`src/rtl/k16_loader_pkg.sv`:
```
// Shared types and constants for the K16 boot loader: frame FSM states and error codes.
package k16_loader_pkg;

  typedef enum logic [2:0] {
    LEN_H = 3'd0,
    LEN_L = 3'd1,
    DATA  = 3'd2,
    CSUM  = 3'd3,
    RUN   = 3'd4,
    ERR   = 3'd5
  } state_t;

  localparam logic [1:0] ERR_NONE    = 2'd0;
  localparam logic [1:0] ERR_CSUM    = 2'd1;
  localparam logic [1:0] ERR_TIMEOUT = 2'd2;
  localparam logic [1:0] ERR_LEN     = 2'd3;

endpackage

```
`src/rtl/k16_loader_timer.sv`:
```
// Inter-byte idle counter; expired holds once the count reaches TIMEOUT-1 until cleared.
module k16_loader_timer #(
  parameter int TIMEOUT = 1000000
) (
  input  logic clk,
  input  logic rst,
  input  logic clear,
  input  logic enable,
  output logic expired
);

  localparam int W = (TIMEOUT > 2) ? $clog2(TIMEOUT) : 1;
  localparam logic [W-1:0] LIMIT = W'(TIMEOUT - 1);

  logic [W-1:0] count;

  assign expired = (count == LIMIT);

  always_ff @(posedge clk or posedge rst) begin
    if (rst) begin
      count <= '0;
    end else if (clear) begin
      count <= '0;
    end else if (enable && !expired) begin
      count <= count + 1'b1;
    end
  end

endmodule

```
`src/rtl/k16_program_loader.sv`:
```
// Framed byte-stream loader for K16 program RAM; holds the CPU in reset until a frame
// with a matching checksum has been written.
module k16_program_loader
  import k16_loader_pkg::*;
#(
  parameter int DEPTH   = 4096,
  parameter int TIMEOUT = 1000000
) (
  input  logic        clk,
  input  logic        rst,
  input  logic [7:0]  rx_data,
  input  logic        rx_valid,
  output logic        rx_ready,
  input  logic        load_req,
  output logic        pm_we,
  output logic [15:0] pm_addr,
  output logic [23:0] pm_wdata,
  output logic        cpu_rst,
  output logic        done,
  output logic        error,
  output logic [1:0]  err_code,
  output logic [15:0] words_loaded,
  output state_t      dbg_state
);

  // Handshake: a byte moves on any posedge where rx_valid && rx_ready; rx_ready depends
  // only on state, so there is no backpressure while a frame is in progress.
  localparam logic [16:0] DEPTH_W = 17'(DEPTH);

  state_t      state;
  logic [15:0] len;
  logic [1:0]  idx;
  logic [7:0]  b0;
  logic [7:0]  b1;
  logic [7:0]  csum;
  logic        xfer;
  logic        counting;
  logic        expired;
  logic [15:0] n_full;

  assign rx_ready  = (state == LEN_H) || (state == LEN_L) || (state == DATA) || (state == CSUM);
  assign counting  = (state == LEN_L) || (state == DATA) || (state == CSUM);
  assign xfer      = rx_valid && rx_ready;
  assign n_full    = {len[15:8], rx_data};
  assign dbg_state = state;

  k16_loader_timer #(.TIMEOUT(TIMEOUT)) u_timer (
    .clk     (clk),
    .rst     (rst),
    .clear   (load_req || xfer || !counting),
    .enable  (counting),
    .expired (expired)
  );

  always_ff @(posedge clk or posedge rst) begin
    if (rst) begin
      state        <= LEN_H;
      len          <= '0;
      idx          <= '0;
      b0           <= '0;
      b1           <= '0;
      csum         <= '0;
      pm_we        <= 1'b0;
      pm_addr      <= '0;
      pm_wdata     <= '0;
      cpu_rst      <= 1'b1;
      done         <= 1'b0;
      error        <= 1'b0;
      err_code     <= ERR_NONE;
      words_loaded <= '0;
    end else begin
      pm_we <= 1'b0;
      if (load_req) begin
        // Restart wins over any byte presented in the same cycle.
        state        <= LEN_H;
        idx          <= '0;
        csum         <= '0;
        cpu_rst      <= 1'b1;
        done         <= 1'b0;
        error        <= 1'b0;
        err_code     <= ERR_NONE;
        words_loaded <= '0;
      end else begin
        case (state)
          LEN_H: begin
            if (xfer) begin
              len[15:8] <= rx_data;
              state     <= LEN_L;
            end
          end
          LEN_L: begin
            if (xfer) begin
              len[7:0] <= rx_data;
              if ({1'b0, n_full} > DEPTH_W) begin
                state    <= ERR;
                error    <= 1'b1;
                err_code <= ERR_LEN;
              end else if (n_full == 16'd0) begin
                state <= CSUM;
              end else begin
                state <= DATA;
              end
            end else if (expired) begin
              state    <= ERR;
              error    <= 1'b1;
              err_code <= ERR_TIMEOUT;
            end
          end
          DATA: begin
            if (xfer) begin
              csum <= csum + rx_data;
              case (idx)
                2'd0: begin
                  b0  <= rx_data;
                  idx <= 2'd1;
                end
                2'd1: begin
                  b1  <= rx_data;
                  idx <= 2'd2;
                end
                default: begin
                  idx          <= 2'd0;
                  pm_we        <= 1'b1;
                  pm_addr      <= words_loaded;
                  pm_wdata     <= {b0, b1, rx_data};
                  words_loaded <= words_loaded + 16'd1;
                  if (words_loaded == len - 16'd1) begin
                    state <= CSUM;
                  end
                end
              endcase
            end else if (expired) begin
              state    <= ERR;
              error    <= 1'b1;
              err_code <= ERR_TIMEOUT;
            end
          end
          CSUM: begin
            if (xfer) begin
              if (rx_data == csum) begin
                state   <= RUN;
                cpu_rst <= 1'b0;
                done    <= 1'b1;
              end else begin
                state    <= ERR;
                error    <= 1'b1;
                err_code <= ERR_CSUM;
              end
            end else if (expired) begin
              state    <= ERR;
              error    <= 1'b1;
              err_code <= ERR_TIMEOUT;
            end
          end
          default: begin
            // RUN and ERR hold until load_req or rst.
          end
        endcase
      end
    end
  end

endmodule
```
`config.mk`:
```
export PLATFORM = sky130hd
export DESIGN_NAME = k16_program_loader
export DESIGN_NICKNAME = d
export VERILOG_FILES = /design/src/rtl/k16_loader_pkg.sv /design/src/rtl/k16_loader_timer.sv /design/src/rtl/k16_program_loader.sv
export SDC_FILE = /design/constraint.sdc
export NUM_CORES = 1
export LEC_CHECK = 0
export CORE_ASPECT_RATIO = 1.1
export CORE_MARGIN = 2
export CORE_UTILIZATION = 56
export CTS_CLUSTER_SIZE = 30
export DETAILED_ROUTE_END_ITERATION = 7
export PLACE_DENSITY = 0.91
export REMOVE_ABC_BUFFERS = 1
export SLEW_MARGIN = 20
export SYNTH_ARGS = -nofsm -noshare
export SYNTH_HDL_FRONTEND = slang
export SYNTH_SLANG_ARGS = --single-unit
```
`constraint.sdc`:
```
create_clock -name clk -period 5.45 [get_ports clk]
set_input_delay 1.3625 -clock clk [delete_from_list [all_inputs] [get_ports clk]]
set_output_delay 1.3625 -clock clk [all_outputs]
set_load 0.005 [all_outputs]
```
* Word level (Yosys, flattened, before mapping)
Index checks and enable logic that the tools add are counted.
Word-level totals: bits of input ports 12, output and inout port bits 66, logic and storage cells 122, register bits 127
Cells by class: equal/unequal tests 14, reductions and logical operators 32, multiplexer cells 53, add/sub/neg operators 4, bitwise gates (word level) 2, magnitude comparators 1
Operators with widths (count):
- $mux W16 | 4
- $mux W20 | 2
- $mux W3 | 9
- $mux W8 | 3
- $mux W1 | 21
- $add A20 B1 Y20 const B | 1
- $eq A20 B20 Y1 const B | 1
- $mux W2 | 10
- $reduce_and A4 Y1 | 5
- $add A16 B1 Y16 const B | 1
- $eq A16 B16 Y1 | 1
- $gt A16 B13 Y1 const B | 1
- $logic_not A16 Y1 | 1
- $sub A16 B1 Y16 const B | 1
- $pmux W3 S4 | 1
- $reduce_and A3 Y1 | 4
- $reduce_bool A2 Y1 | 5
- $add A8 B8 Y8 | 1
- $eq A8 B8 Y1 | 1
- $ne A4 B3 Y1 const B | 2
- $ne A4 B4 Y1 const B | 2
- $logic_or A1 B1 Y1 | 7
- $eq A3 B2 Y1 const B | 2
- $ne A3 B3 Y1 const B | 2
- other kinds (15) | 18

* Depth between registers and ports, before layout
Gate-level depths: netlist of the first run.
depth in word-level cells 8, depth in mapped cells 10, depth with buffers taken out 8

* Hierarchy
Synthesis of the first run repeated with hierarchy kept, for this count alone.
Unflattened totals: cells, all modules 668, area total of the unflattened synthesis 6458.7 um^2
Modules (own cells, without submodules):
- k16_program_loader | cells each 546, seq. area each 2678.8 um^2, times used 1, area an instance 5283.8 um^2
- k16_loader_timer | cells each 122, seq. area each 500.5 um^2, times used 1, area an instance 1174.9 um^2

* Worst setup path before layout of the first run
Ideal clock, no wire load.
path kind input to register, start point input rx_data[3], end point register err_code[1], cell stages on the path 7, path slack 2.415 ns, buffers on the path 0, library setup time 0.104 ns, required time 5.346 ns, data arrival time 2.931 ns, cell sequence ha_1 -> nor4_1 -> nand3_1 -> nor3_1 -> a2111oi_0 -> o21ai_0 -> a221oi_1
Between the ends: word-level cells in the longest chain between the ends 3, elaborated cells between the ends (all ways) 5, those cells by class order compare (1); eq/ne (3); reduce/logical (1)
RTL lines:
- from (decl) | line k16_program_loader.sv:11 | input logic [7:0] rx_data,
- $gt A16 B13 Y1 or $eq A8 B8 Y1 (tied branches) | line k16_program_loader.sv:94, k16_program_loader.sv:140
- $ne A4 B3 Y1 (no source line) or $ne A4 B4 Y1 (tied branches)
- $reduce_and A4 Y1 (no source line) (*)
- to (signal assigned) | line k16_program_loader.sv:81 | err_code <= ERR_NONE;
- to (signal assigned) | line k16_program_loader.sv:97 | err_code <= ERR_LEN;
- to (signal assigned) | line k16_program_loader.sv:106 | err_code <= ERR_TIMEOUT;
- to (decl) | line k16_program_loader.sv:21 | output logic [1:0] err_code,
Every way passes the cells marked *; elsewhere a longest branch is shown, timed or not. A chain may end at the register's enable or synchronous reset.

* Final worst setup path of the first run
start point input rx_data[2], end point register err_code[1]
The elaborated chain is that of the path after synthesis.

==> results by group, run 1 <==
Status
  – Status: finished clean

Layout
  – Most frequent cells in the layout: 126 x dfrtp_1, 77 x clkdlybuf4s50_1, 68 x mux2_2, 55 x nor2_1, 40 x nand2_1
  – Commonest non-fill, non-tap cell in the layout: dfrtp_1
  – P&R area growth vs syn: 24.0%
  – Final instance area: 7680 µm²
  – Layout cells sized above 1: 17.4%
  – Nets: 667
  – Final Util: 70.7%
  – N_diodes: 0

Clocking
  – CTS Root Buffer Type: clkbuf_16
  – Setup bufs post-CTS: 0
  – CTS sink cnt: 127
  – Longest Clk Path Bufs: 2
  – CTS buffer count: 17
  – CTS tree: yes
  – Max H-tree Level: 4
  – Resized Gates After CTS: 0
  – Skew-Pair Late Insertion Delay: 0.42 ns
  – CTS Hold Bufs: 0
  – Reg clk slew, reported paths: 0.05 ns

Logic synthesis
  – Synth warn: 0
  – Compound-Gate Fraction of Synth Area: 8.14%
  – Mux cell area share after synthesis: 12.4%
  – Synth cell types: 58
  – Xor and xnor area share after synthesis: 7.07%
  – Async set-reset flop share out of synthesis: 100%
  – Main combinational cell family by area after synthesis: simple AND/OR/NAND/NOR gates
  – Flop and latch count out of synthesis: 127
  – Synth Area in Adders: 2.34%
  – Simple-gate area share of the yosys netlist: 16.3%
  – Syn avg cell area: 10.9 µm²
  – Post-Synthesis Cell Area: 6190 µm²
  – Cell count after synthesis: 568
  – Primary flip-flop cell chosen by synthesis mapping: dfrtp_1
  – Post-synth EDFFs: 0
  – Post-synthesis sequential area ratio: 51.3%

Detailed routing
  – DRC: 0
  – Routed len/inst: 19.2 µm
  – Initial DRC Count: 481
  – Vias/cell: 6.12
  – Vias: 4917
  – Total wire length: 15400 µm
  – Post-route ant nets: 0
  – Drt pass-1 iters: 5

Worst setup path
  – Crit path arrival time: 4.17 ns
  – Crit Reg-Reg Startpoint: len[0]
  – Worst R2R Setup Slack: 2.56 ns
  – CP Launch Type: input port
  – CP delay by family, top: compound AO/OA/AOI/OAI gates
  – CP Max Fanout: 7
  – Worst-path cell chain: clkdlybuf4s50_1, ha_1, nor4_1, nand3_1, nor3_1, a2111oi_0, o21ai_0, a221oi_1
  – Worst Path Buf+Inv: 1
  – Critical Path Source: rx_data[2]
  – Slowest CP cell: a2111oi_0
  – Critical Path Sink Type: register
  – Required time worst endpoint: 5.76 ns
  – CP max stage delay: 0.79 ns
  – Crit Path Category: input port to register

Placement
  – Placed Area: 7090 µm²
  – Routability cong.: 0.889
  – Post-DP HPWL: 10100 µm
  – Port Buffers: 77

GRT
  – Total GRT Usage: 26.9%
  – Largest net degree at the start of global routing: 75
  – Grt total ovfl: 0
  – Vias in the first global route: 4981
  – First-pass GRT wire length: 25200 µm
  – Initial antenna violation count: 0

Flow run
  – Max_cap viols: 0

Die
  – Row Count: 40
  – DIE HEIGHT: 114 µm
  – Die width: 104 µm
  – Initial core utilization: 57.0%
  – Die ar.: 11900 µm²
  – # IOs: 78
  – Core Area: 10900 µm²

Power
  – VDD IR max: 0.262 mV
  – P_sw: 0.856 mW
  – Cell Int Power: 2.06 mW
  – Part of the power in registers: 42.0%
  – Clock group share of total power: 39.2%
  – Net Sw Frac: 29.4%
  – Lkg Pwr: 3.41 nW
  – Pwr per Cell Area: 380 nW/µm²
  – Comb pwr share: 18.7%

STA
  – Max transition margin: 33.6%
  – Setup TNS: 0 ns
  – Period utilisation layout: 70.9%
  – Slew @ Worst Pin: 0.992 ns
  – Slew Viols, Final: 0
  – Clock skew: 0.00983 ns
  – Tmin final: 3.86 ns
  – Final setup vio count: 0
  – Unrepaired setup endpoints after global routing: false
  – Final hold vios: 0
  – Fmax: 259 MHz

Min path
  – Hold Path Origin: pm_addr[7]
  – Hold crit path type: register to register
-- cell type report --
type                            instances  area (µm²)
Inverter                               14        55.1
Timing Repair Buffer                   82         808
Clock inverter                          7         110
Sequential cell                       127        3180
Multi-Input combinational cell        402        2860
Tap cell                              147         184
Fill cell                             749        3180
Clock buffer                           25         475
-- per-stage QoR --
stage	power (mW)	instances	hold WS [ns]	setup slack (ns)
6_report	2.91	804	0.485	1.59
5_1_grt	3.03	804	0.519	1.43
4_1_cts	2.90	804	0.492	1.76
3_5_place_dp	1.76	772	0.483	1.34
3_3_place_gp	1.72	772	0.465	1.55
2_1_floorplan	1.57	543	0.454	0.705
-- power by group through the flow --
stage | Sequential [mW] | Combinational [mW] | Clock [mW]
after floorplan | 1.18 | 0.389 | 0
after global placement | 1.22 | 0.496 | 0
after detailed placement | 1.23 | 0.527 | 0
after CTS | 1.22 | 0.540 | 1.14
after global routing | 1.24 | 0.595 | 1.20
final | 1.22 | 0.545 | 1.14
-- worst paths after layout --
| kind | to | cells past startpoint |
|---|---|---|
| hold reg to reg | pm_addr[7] | 2 |
| setup reg to reg | dbg_state[1] | 8 |
| hold / removal | pm_addr[7] | 2 |
| setup / recovery | err_code[1] | 8 |
| min in group asynchronous | pm_addr[10] | 2 |
| max in group asynchronous | pm_addr[2] | 3 |
-- cells by family (layout without fill, tap and decap cells) --
logic type      after synthesis  after routing
simple gates                195            195
flops                       127            127
compound gates               78             78
mux                          68             68
xor+xnor                     50             50
buf+inv                      39            128
fa+ha+maj                    11             11
-- synth_stat cells, drive strengths merged, types with 2 or more instances --
cell,n,area share [%]
xnor2,25,3.5
a22o,5,0.71
nor4,9,0.91
or2,2,0.20
or3,7,0.71
o2111ai,2,0.28
nand3,22,1.9
a211oi,2,0.24
a2111oi,2,0.38
nor4b,3,0.42
nand3b,3,0.36
mux2,68,12
or4,4,0.55
o21ai,29,2.3
xor2,25,3.5
a21oi,16,1.3
nor2,56,3.5
clkbuf,22,1.3
a21o,5,0.63
dfrtp,126,51
a31oi,4,0.40
nand2,40,2.4
ha,10,2.0
nand4,11,1.1
and3,12,1.2
nor3,17,2.0
buf,3,0.22
inv,13,0.79
nor2b,4,0.40
-- routing by layer --
layer | wire length [µm] | GRT usage [%] | up-vias
li1 | - | - | 2165
met1 | 6210 | 33.4 | 2442
met2 | 7680 | 44.3 | 260
met3 | 1110 | 8.03 | 50
met4 | 403 | 11.4 | 0
met5 | 0 | 0 | -
-- tightest hold or removal path: stages, from the launching register on --
cell and delay (ns):
dfrtp_1 0.34, nand2_1 0.05, o21ai_0 0.06
-- registers in the layout (all words and copies together) (netlist names) --
name	count
b0	8
b1	8
cpu_rst	1
csum	8
dbg_state	3
done	1
err_code	2
error	1
idx	2
len	16
pm_addr	16
pm_wdata	24
pm_we	1
u_timer.count	20
words_loaded	16
(Power assumes the default switching activity.)
==> run 2: changes to the inputs <==
--- a/config.mk
+++ b/config.mk
@@ -7,10 +7,10 @@
 export LEC_CHECK = 0
 export CORE_ASPECT_RATIO = 1.1
 export CORE_MARGIN = 2
-export CORE_UTILIZATION = 56
+export CORE_UTILIZATION = 50
 export CTS_CLUSTER_SIZE = 30
 export DETAILED_ROUTE_END_ITERATION = 7
-export PLACE_DENSITY = 0.91
+export PLACE_DENSITY = 0.87
 export REMOVE_ABC_BUFFERS = 1
 export SLEW_MARGIN = 20
 export SYNTH_ARGS = -nofsm -noshare
==> constraint.sdc (replaced) <==
create_clock -name clk -period 3.5 [get_ports clk]
set_input_delay 0.875 -clock clk [delete_from_list [all_inputs] [get_ports clk]]
set_output_delay 0.875 -clock clk [all_outputs]
set_load 0.005 [all_outputs]
==> run 2 against run 1 <==
  * Final cell count is 2.0% higher
  * Clock power is 59% higher
  * Largest power group unchanged
  * Clock skew decreased by 0.0017 ns
  * Highest routed layer unchanged
  * Register-to-register slack lost 1.9 ns
  * Critical path depth did not move
  * Non-clock buffer count is 13 higher
  * Final area increased by 1.9%
  * Setup slack got worse by 1.2 ns
  * Count of clock-buffer cells in the layout fell by 4
  * Die area rose by 12%
  * Critical path type unchanged
  * Critical endpoint unchanged
==> results by group, run 2 (synthesis gave the netlist of run 1 again) <==
Status
  – Status: finished clean

Detailed routing
  – DRC: 0 (unchanged)
  – Drt pass-1 iters: 5 (unchanged)
  – Vias/cell: 5.92 (-3.2%)
  – Total wire length: 15300 µm (-0.47%)
  – Post-route ant nets: 0 (unchanged)
  – Vias: 4856 (-1.2%)
  – Routed len/inst: 18.7 µm (-2.4%)
  – Initial DRC Count: 256 (-47%)

Die
  – Die ar.: 13300 µm² (+12%)
  – # IOs: 78 (unchanged)
  – Initial core utilization: 51.2% (-5.8 points)
  – Core Area: 12100 µm² (+11%)
  – Die width: 110 µm (+5.6%)
  – DIE HEIGHT: 121 µm (+5.6%)
  – Row Count: 42 (+5.0%)

Layout
  – Seq. cell area: 3180 µm² (unchanged)
  – Max reg flops: 24 (unchanged)
  – Layout cells sized above 1: 19.1% (+1.7 points)
  – Nets: 680 (+1.9%)
  – Fill count: 910 (+21%)
  – Top reg by flops: pm_wdata
  – P&R area growth vs syn: 26.3%
  – Footprint of the multi-input gates: 2860 µm² (unchanged)
  – Top flop regs: pm_wdata x24, u_timer.count x20
  – Commonest non-fill, non-tap cell in the layout: dfrtp_1
  – Final instance area: 7820 µm² (+1.9%)
  – Most frequent cells in the layout: 126 x dfrtp_1, 77 x clkdlybuf4s50_1, 68 x mux2_2, 55 x nor2_1, 40 x nand2_1
  – N_diodes: 0 (unchanged)

Worst setup path
  – Crit Path Category: input port to register
  – CP delay by family, top: compound AO/OA/AOI/OAI gates
  – Required time worst endpoint: 3.81 ns (-1.95 ns)
  – CP max stage delay: 0.65 ns (-0.14 ns)
  – Critical Path Sink Type: register
  – Slowest CP cell: a2111oi_0
  – CP Launch Type: input port
  – Worst-path cell chain: clkdlybuf4s50_1, ha_1, nor4_1, nand3_1, nor3_1, a2111oi_0, o21ai_0, a221oi_1
  – Worst Path Buf+Inv: 1 (unchanged)
  – Crit path arrival time: 3.38 ns (-0.79 ns)
  – CP Max Fanout: 8 (+1)

Clocking
  – Max H-tree Level: 4 (unchanged)
  – CTS buffer count: 17 (unchanged)
  – CTS sink cnt: 127 (unchanged)
  – Longest Clk Path Bufs: 2 (unchanged)
  – Resized Gates After CTS: 0 (unchanged)
  – Setup bufs post-CTS: 0 (unchanged)
  – CTS Root Buffer Type: clkbuf_16
  – CTS tree: yes
  – Reg clk slew, reported paths: 0.05 ns (about the same)
  – Skew-Pair Late Insertion Delay: 0.41 ns (about the same)
  – CTS Hold Bufs: 0 (unchanged)

Placement
  – Routability cong.: 0.890 (+0.16%)
  – Post-DP HPWL: 10500 µm (+4.0%)
  – Setup WS pre-CTS: 0.0317 ns (-1.31 ns)
  – Port Buffers: 77 (unchanged)
  – Placed Area: 7220 µm² (+1.9%)

GRT
  – First-pass GRT wire length: 25100 µm (-0.49%)
  – Total GRT Usage: 24.6% (-2.4 points)
  – Largest net degree at the start of global routing: 45 (-40%)
  – Initial antenna violation count: 0 (unchanged)
  – Grt total ovfl: 0 (unchanged)
  – Vias in the first global route: 5094 (+2.3%)

STA
  – Period utilisation layout: 87.6%
  – Final setup vio count: 0 (unchanged)
  – Final hold vios: 0 (unchanged)
  – Clock skew: 0.00816 ns (-0.00167 ns)
  – Fmax: 326 MHz
  – Slew @ Worst Pin: 0.721 ns (-0.272 ns)
  – Unrepaired setup endpoints after global routing: false
  – Slew Viols, Final: 0 (unchanged)
  – Max transition margin: 50.7% (+17 points)
  – Tmin final: 3.07 ns
  – Final WS setup: 0.433 ns (-1.15 ns)

Flow run
  – Max_cap viols: 0 (unchanged)

Min path
  – Hold crit path type: register to register

Power
  – VDD IR max: 0.327 mV (+25%)
  – Lkg Pwr: 3.49 nW (+2.2%)
  – Pwr Total: 4.56 mW (+57%)
  – Pwr per Cell Area: 584 nW/µm² (+54%)
run 2: power by group:
part	leakage [nW]	total [mW]	internal, mW	switching (mW)
sequential	1.73	1.90	1.64	0.264
combinational	1.47	0.856	0.428	0.428
clock	0.291	1.81	1.21	0.598
run 2: through the flow:
step	util, %	TNS [ns]	std cells	hold WS (ns)
after floorplan	-	-95.46	543	0.454
after global placement	59.8	0	792	0.465
after detailed placement	59.8	0	792	0.478
after CTS	64.7	0	820	0.491
after global routing	64.7	0	820	0.517
final	64.7	0	820	0.489
run 2: worst paths after layout:
path / from / endpoint / slack [ns] / cells after the start
setup / recovery: rx_data[1] / err_code[1] / 0.43 / 8
min in group asynchronous: rst / u_timer.count[9] / 0.86 / 2
setup reg to reg: len[0] / dbg_state[1] / 0.66 / 8
hold / removal: csum[6] / csum[6] / 0.49 / 2
hold reg to reg: csum[6] / csum[6] / 0.49 / 2
max in group asynchronous: rst / pm_wdata[4] / 1.94 / 3
run 2: cell type report:
type	count	area share (%)
clock buffers	21	5.89
clock inverters	7	1.76
inverters	14	0.704
multi-input cells	402	36.6
flip-flops and latches	127	40.7
well taps	154	2.46
repair buffers	95	11.9
run 2: per-layer routing:
metal	track usage, %	up-vias	share of wire (%)
li1	-	2193	-
met5	0	-	0
met4	10.9	0	2.8
met2	41.2	178	52
met1	29.1	2445	39
met3	7.01	40	6.1
run 2: worst min-delay path, delay by kind of cell, from the launching register on:
kind,cells,cell delay [ns]
compound gates,1,0.06
flops,1,0.35
simple gates,1,0.05
